--- src/rtl/fir_sched_pkg.sv ---
// Shared types and constants for the FIR channel scheduler: FSM state encoding and
// the channel-index width helper.
package fir_sched_pkg;

  typedef enum logic [1:0] {
    StIdle,
    StGrant,
    StWaitDone,
    StEmit
  } sched_state_e;

  function automatic int unsigned ch_idx_w(int unsigned num_ch);
    return (num_ch > 1) ? $clog2(num_ch) : 1;
  endfunction

  localparam int unsigned CH_IDX_W = ch_idx_w(4);

endpackage

--- src/rtl/rr_arbiter.sv ---
// Combinational round-robin picker: the first requester found searching upward from
// (last_i + 1) mod NumReq.
module rr_arbiter #(
  parameter int unsigned NumReq = 4,
  parameter int unsigned IdxW   = 2
) (
  input  logic [NumReq-1:0] req_i,
  input  logic [IdxW-1:0]   last_i,
  output logic [IdxW-1:0]   gnt_idx_o,
  output logic              gnt_valid_o
);

  always_comb begin
    int unsigned idx;
    idx         = 0;
    gnt_idx_o   = '0;
    gnt_valid_o = 1'b0;
    for (int unsigned i = 1; i <= NumReq; i++) begin
      idx = (32'(last_i) + i) % NumReq;
      if (!gnt_valid_o && req_i[IdxW'(idx)]) begin
        gnt_valid_o = 1'b1;
        gnt_idx_o   = IdxW'(idx);
      end
    end
  end

endmodule

--- src/rtl/fir_channel_scheduler.sv ---
// Multiplexes NUM_CH audio channels onto one shared serial-MAC FIR engine.
// Define FIR_SCHED_STATS_EN to add the per-channel grant_cnt output.
module fir_channel_scheduler
  import fir_sched_pkg::*;
#(
  parameter int unsigned WIDTH   = 8,
  parameter int unsigned NUM_CH  = 4,
  parameter int unsigned TIMEOUT = 64
) (
  input  logic                      clk_in,
  input  logic                      rst_in,
  input  logic [NUM_CH*WIDTH-1:0]   audio_in,
  input  logic [NUM_CH-1:0]         valid_in,
  output logic                      eng_start,
  output logic [$clog2(NUM_CH)-1:0] eng_ch,
  output logic signed [WIDTH-1:0]   eng_sample,
  input  logic                      eng_done,
  input  logic [WIDTH-1:0]          eng_result,
  output logic [WIDTH-1:0]          filtered_audio,
  output logic [$clog2(NUM_CH)-1:0] ch_out,
  output logic                      data_ready,
  output logic [NUM_CH-1:0]         overrun,
`ifdef FIR_SCHED_STATS_EN
  output logic [NUM_CH*16-1:0]      grant_cnt,
`endif
  output logic                      timeout_err
);

  localparam int unsigned ChIdxW = ch_idx_w(NUM_CH);
  localparam int unsigned TmrW   = (TIMEOUT > 1) ? $clog2(TIMEOUT) : 1;

  sched_state_e                  state_q, state_d;
  logic [NUM_CH-1:0]             pend_q, pend_d;
  logic [NUM_CH-1:0][WIDTH-1:0]  samp_q, samp_d;
  logic [ChIdxW-1:0]             sel_q, sel_d;
  logic [ChIdxW-1:0]             last_q, last_d;
  logic [TmrW-1:0]               tmr_q, tmr_d;
  logic [WIDTH-1:0]              result_q, result_d;
  logic [ChIdxW-1:0]             ch_q, ch_d;
  logic [NUM_CH-1:0]             ovr_q, ovr_d;
  logic                          tmo_q, tmo_d;
  logic [NUM_CH-1:0]             clr_mask;
  logic [ChIdxW-1:0]             arb_idx;
  logic                          arb_valid;

  rr_arbiter #(
    .NumReq (NUM_CH),
    .IdxW   (ChIdxW)
  ) u_rr_arbiter (
    .req_i       (pend_q),
    .last_i      (last_q),
    .gnt_idx_o   (arb_idx),
    .gnt_valid_o (arb_valid)
  );

  always_comb begin
    state_d  = state_q;
    pend_d   = pend_q;
    samp_d   = samp_q;
    sel_d    = sel_q;
    last_d   = last_q;
    tmr_d    = tmr_q;
    result_d = result_q;
    ch_d     = ch_q;
    ovr_d    = ovr_q;
    tmo_d    = tmo_q;
    clr_mask = '0;

    if (state_q == StGrant) begin
      clr_mask[sel_q] = 1'b1;
    end

    // A new sample on the channel being granted this cycle re-arms it without overrun.
    for (int unsigned k = 0; k < NUM_CH; k++) begin
      if (valid_in[k]) begin
        samp_d[k] = audio_in[k*WIDTH +: WIDTH];
        if (pend_q[k] && !clr_mask[k]) begin
          ovr_d[k] = 1'b1;
        end
      end
    end
    pend_d = (pend_q & ~clr_mask) | valid_in;

    unique case (state_q)
      StIdle: begin
        if (arb_valid) begin
          sel_d   = arb_idx;
          last_d  = arb_idx;
          state_d = StGrant;
        end
      end
      StGrant: begin
        tmr_d   = '0;
        state_d = StWaitDone;
      end
      StWaitDone: begin
        if (eng_done) begin
          result_d = eng_result;
          ch_d     = sel_q;
          state_d  = StEmit;
        end else if (tmr_q == TmrW'(TIMEOUT - 1)) begin
          tmo_d   = 1'b1;
          state_d = StIdle;
        end else begin
          tmr_d = tmr_q + 1'b1;
        end
      end
      StEmit: begin
        state_d = StIdle;
      end
      default: begin
        state_d = StIdle;
      end
    endcase
  end

  always_ff @(posedge clk_in) begin
    if (rst_in) begin
      state_q  <= StIdle;
      pend_q   <= '0;
      samp_q   <= '0;
      sel_q    <= '0;
      last_q   <= ChIdxW'(NUM_CH - 1);
      tmr_q    <= '0;
      result_q <= '0;
      ch_q     <= '0;
      ovr_q    <= '0;
      tmo_q    <= 1'b0;
    end else begin
      state_q  <= state_d;
      pend_q   <= pend_d;
      samp_q   <= samp_d;
      sel_q    <= sel_d;
      last_q   <= last_d;
      tmr_q    <= tmr_d;
      result_q <= result_d;
      ch_q     <= ch_d;
      ovr_q    <= ovr_d;
      tmo_q    <= tmo_d;
    end
  end

  assign eng_start      = (state_q == StGrant);
  assign eng_ch         = sel_q;
  assign eng_sample     = samp_q[sel_q];
  assign filtered_audio = result_q;
  assign ch_out         = ch_q;
  assign data_ready     = (state_q == StEmit);
  assign overrun        = ovr_q;
  assign timeout_err    = tmo_q;

`ifdef FIR_SCHED_STATS_EN
  logic [NUM_CH-1:0][15:0] gcnt_q;

  always_ff @(posedge clk_in) begin
    if (rst_in) begin
      gcnt_q <= '0;
    end else if (state_q == StGrant) begin
      gcnt_q[sel_q] <= gcnt_q[sel_q] + 16'd1;
    end
  end

  assign grant_cnt = gcnt_q;
`endif

endmodule

--- config.mk ---
export PLATFORM = sky130hd
export DESIGN_NAME = fir_channel_scheduler
export DESIGN_NICKNAME = d
export VERILOG_FILES = /design/src/rtl/fir_sched_pkg.sv /design/src/rtl/rr_arbiter.sv /design/src/rtl/fir_channel_scheduler.sv
export SDC_FILE = /design/constraint.sdc
export NUM_CORES = 1
export LEC_CHECK = 0
export CAP_MARGIN = 20
export CORE_ASPECT_RATIO = 1.2
export CORE_MARGIN = 4
export CORE_UTILIZATION = 52
export DETAILED_ROUTE_END_ITERATION = 6
export PLACE_DENSITY = 0.95
export SLEW_MARGIN = 20
export SYNTH_ARGS = -nofsm -noshare
export SYNTH_HDL_FRONTEND = slang
export SYNTH_SLANG_ARGS = --single-unit
--- constraint.sdc ---
create_clock -name clk_in -period 2.6 [get_ports clk_in]
set_clock_uncertainty 0.05 [all_clocks]
set_input_delay 0.26 -clock clk_in [delete_from_list [all_inputs] [get_ports clk_in]]
set_output_delay 0.26 -clock clk_in [all_outputs]
set_load 0.01 [all_outputs]
==> metrics.csv <==
stage;metric;value;unit
outcome;result of the run;finished, final reports clean;
global_routing;number of antenna violations at the first check in global routing;0;
final_layout;number of fill cells;343;
hold_path;worst hold path type;primary input to flop;
sta;slew margin rel.;54.4;%
cts;clk slew on worst S/H paths;0.07;ns
global_routing;number of global-route vias before repair;2298;
worst_setup_path;highest net fanout along the worst path;9;
floorplanning;floorplan die area;6520;um^2
sta;final slew viol count;0;
route;via count;2372;
worst_setup_path;Critical Path End Type;primary output;
power;reported leakage power;1.46;nW
cts;post-CTS setup repair buffer count;0;
sta;min setup slack post-route;0.306;ns
yosys;Post-Synthesis Cells;283;
cts;TritonCTS clock tree;built;
worst_setup_path;Crit path required time;2.29;ns
cts;count of hold-fix buffers inserted at cts;0;
final_layout;layout overhead on the synthesized area;35.6;%
cts;Skew-Pair Late Insertion Delay;0.34;ns
yosys;nets in the synthesized netlist;336;
placement;routability-driven placement congestion ratio;0.795;
worst_setup_path;Critical Path AT;1.98;ns
final_layout;final standard cell utilization of the core;74.4;%
yosys;Post-synth EDFFs;0;
yosys;sequential area share after synthesis;45.9;%
placement;count of port buffers added during placement;73;
floorplanning;Die X;74.4;um
sta;post-route minimum period;2.29;ns
yosys;count of yosys warnings during synthesis;0;
floorplanning;core area;5010;um^2
floorplanning;Site Rows;28;
cts;number of buffers created by CTS;9;
route;Final ANT Viol Nets;0;
sta;setup TNS after final layout;0;ns
sta;Max Clk Rate;0.436;GHz
sta;number of failing hold endpoints at the final stage;0;
power;IR drop worst, VDD;0.401;mV
final_layout;number of inserted diodes;0;
cts;number of clock sinks;63;
worst_setup_path;startpoint types;flop;
sta;final period utilization;88.2;%
placement;Cell Area, Placed;3500;um^2
power;PwrDens;721;nW/um^2
placement;HPWL reported at the end of detailed placement;5.05;mm
route;First-pass DRT Iterations;4;
route;detailed-route wire length;6.97;mm
cts;number of levels in the clock H-tree;3;
global_routing;GRT Total Usage;22.7;%
route;detailed router's first-iteration violation count;159;
sta;RSZ-0062 raised after global routing;false;
global_routing;global-route wire length before repair;11.1;mm
global_routing;maximum number of pins on one net before global-route repair;40;
route;Vias per Instance;5.66;
cts;cts repair resizes;0;
sta;slew at the pin closest to its max-slew limit;0.685;ns
route;residual DRC count;0;
yosys;post-synthesis average cell area;9.71;um^2
yosys;unique cell type count in the Yosys netlist;49;
final_layout;final-stage net count;407;
yosys;primary flip-flop cell chosen by synthesis mapping;sky130_fd_sc_hd__dfxtp_1;
final_layout;layout cell share with drive strength beyond 1;10.6;%
global_routing;global route total overflow;0;
yosys;synthesized cell area;2750;um^2
yosys;Synth Register Bits;63;
placement;Setup Slack @ Placement;0.543;ns
cts;root buf cell;sky130_fd_sc_hd__clkbuf_8;
floorplanning;Top-Level Pins;74;
yosys;Synth async-reset ratio;0;%
cts;Longest Clk Path Bufs;2;
route;routed len/inst;16.6;um
sta;final setup violation count;0;
floorplanning;starting density of the core;54.8;%
worst_setup_path;critical path type;flop to primary output;
job;max capacitance violation total;0;
final_layout;cell area after layout;3730;um^2
sta;Worst Hold Slack;0.389;ns
floorplanning;Vert. Die Dim;87.6;um
-- metrics by stage --
step	total power, mW	instances
2_1_floorplan	1.48	283
3_3_place_gp	1.70	403
3_5_place_dp	1.73	403
4_1_cts	2.70	419
5_1_grt	2.80	419
6_report	2.69	419
-- layout make-up --
type	instances	area (um^2)	share of cell area (%)
multi-input combinational	197	1380	37.1
sequential	63	1260	33.8
timing repair buffer	77	756	20.3
clock buffer	10	138	3.69
clock inverter	6	92.6	2.48
tap	60	75.1	2.01
inverter	6	22.5	0.604
-- report_power, final --
| group | total, mW | leakage (nW) | switching [mW] | internal, mW |
|---|---|---|---|---|
| combinational | 0.612 | 0.832 | 0.287 | 0.325 |
| clock | 0.969 | 0.109 | 0.399 | 0.570 |
| sequential | 1.11 | 0.518 | 0.0715 | 1.03 |
-- layout by cell type, fill, tap and decap left out, drive strengths merged, types with 2 or more instances in the layout --
cell,n
nor3b,3
inv,7
nand3,7
a31oi,4
mux2i,32
clkdlybuf4s50,72
nand2,31
a211oi,2
o211ai,2
nand2b,2
dfxtp,63
or4,2
a21oi,24
clkbuf,10
buf,5
nor2b,2
nor2,47
o21ai,3
mux4,8
ha,6
bufinv,2
clkinvlp,2
nor4,2
-- path summary, 6_finish.rpt --
path	slack (ns)	from	to	cells past startpoint
worst max register to register	0.47	state_q[0]	tmr_q[5]	6
worst min-delay path	0.39	rst_in	samp_q[3]	2
worst min register to register	0.41	filtered_audio[5]	filtered_audio[5]	2
worst max-delay path	0.31	eng_ch[1]	eng_sample[1]	3
-- Yosys cell counts, drive strengths merged (2+ instances only) --
| library cell | n | share of area (%) |
|---|---|---|
| mux4 | 8 | 6.6 |
| a31oi | 4 | 0.91 |
| nor4 | 2 | 1.2 |
| nor3b | 3 | 0.82 |
| nand2 | 31 | 4.3 |
| a21oi | 24 | 4.4 |
| o21ai | 3 | 0.55 |
| clkbuf | 8 | 1.1 |
| nand3 | 7 | 1.5 |
| buf | 9 | 1.9 |
| mux2i | 32 | 12 |
| or4 | 2 | 0.55 |
| o211ai | 2 | 0.73 |
| inv | 6 | 0.82 |
| a211oi | 2 | 0.73 |
| nand2b | 2 | 0.73 |
| nor2 | 47 | 6.4 |
| nor2b | 2 | 0.46 |
| ha | 6 | 2.7 |
| dfxtp | 63 | 46 |
-- per-layer routing --
metal / vias to the layer above / part of all wire, % / global-route usage (%)
met5: - / 0 / 0
li1: 1140 / - / -
met3: 22 / 5.1 / 4.82
met2: 89 / 53 / 39.4
met1: 1121 / 39 / 25.6
met4: 0 / 2.9 / 12.5
-- cell families after synthesis --
group                    synth area share [%]
flip-flops                               45.9
buffers and inverters                    3.83
XOR/XNOR                                0.319
AO/OA/AOI/OAI                            10.3
AND/OR/NAND/NOR                          18.7
adder cells (fa/ha/maj)                  2.73
multiplexers                             18.2
-- registers in the layout, indices dropped and copies added, names as in the netlist --
name            cells
filtered_audio      8
last_q              2
ch_out              2
state_q             2
overrun             4
samp_q             32
eng_ch              2
pend_q              4
timeout_err         1
tmr_q               6
-- worst max-delay path, stage by stage, from the launching register on --
cell	delay [ns]
sky130_fd_sc_hd__dfxtp_1	0.57
sky130_fd_sc_hd__buf_4	0.24
sky130_fd_sc_hd__mux4_2	0.30
sky130_fd_sc_hd__clkdlybuf4s50_1	0.52
(Power assumes the default switching activity.)
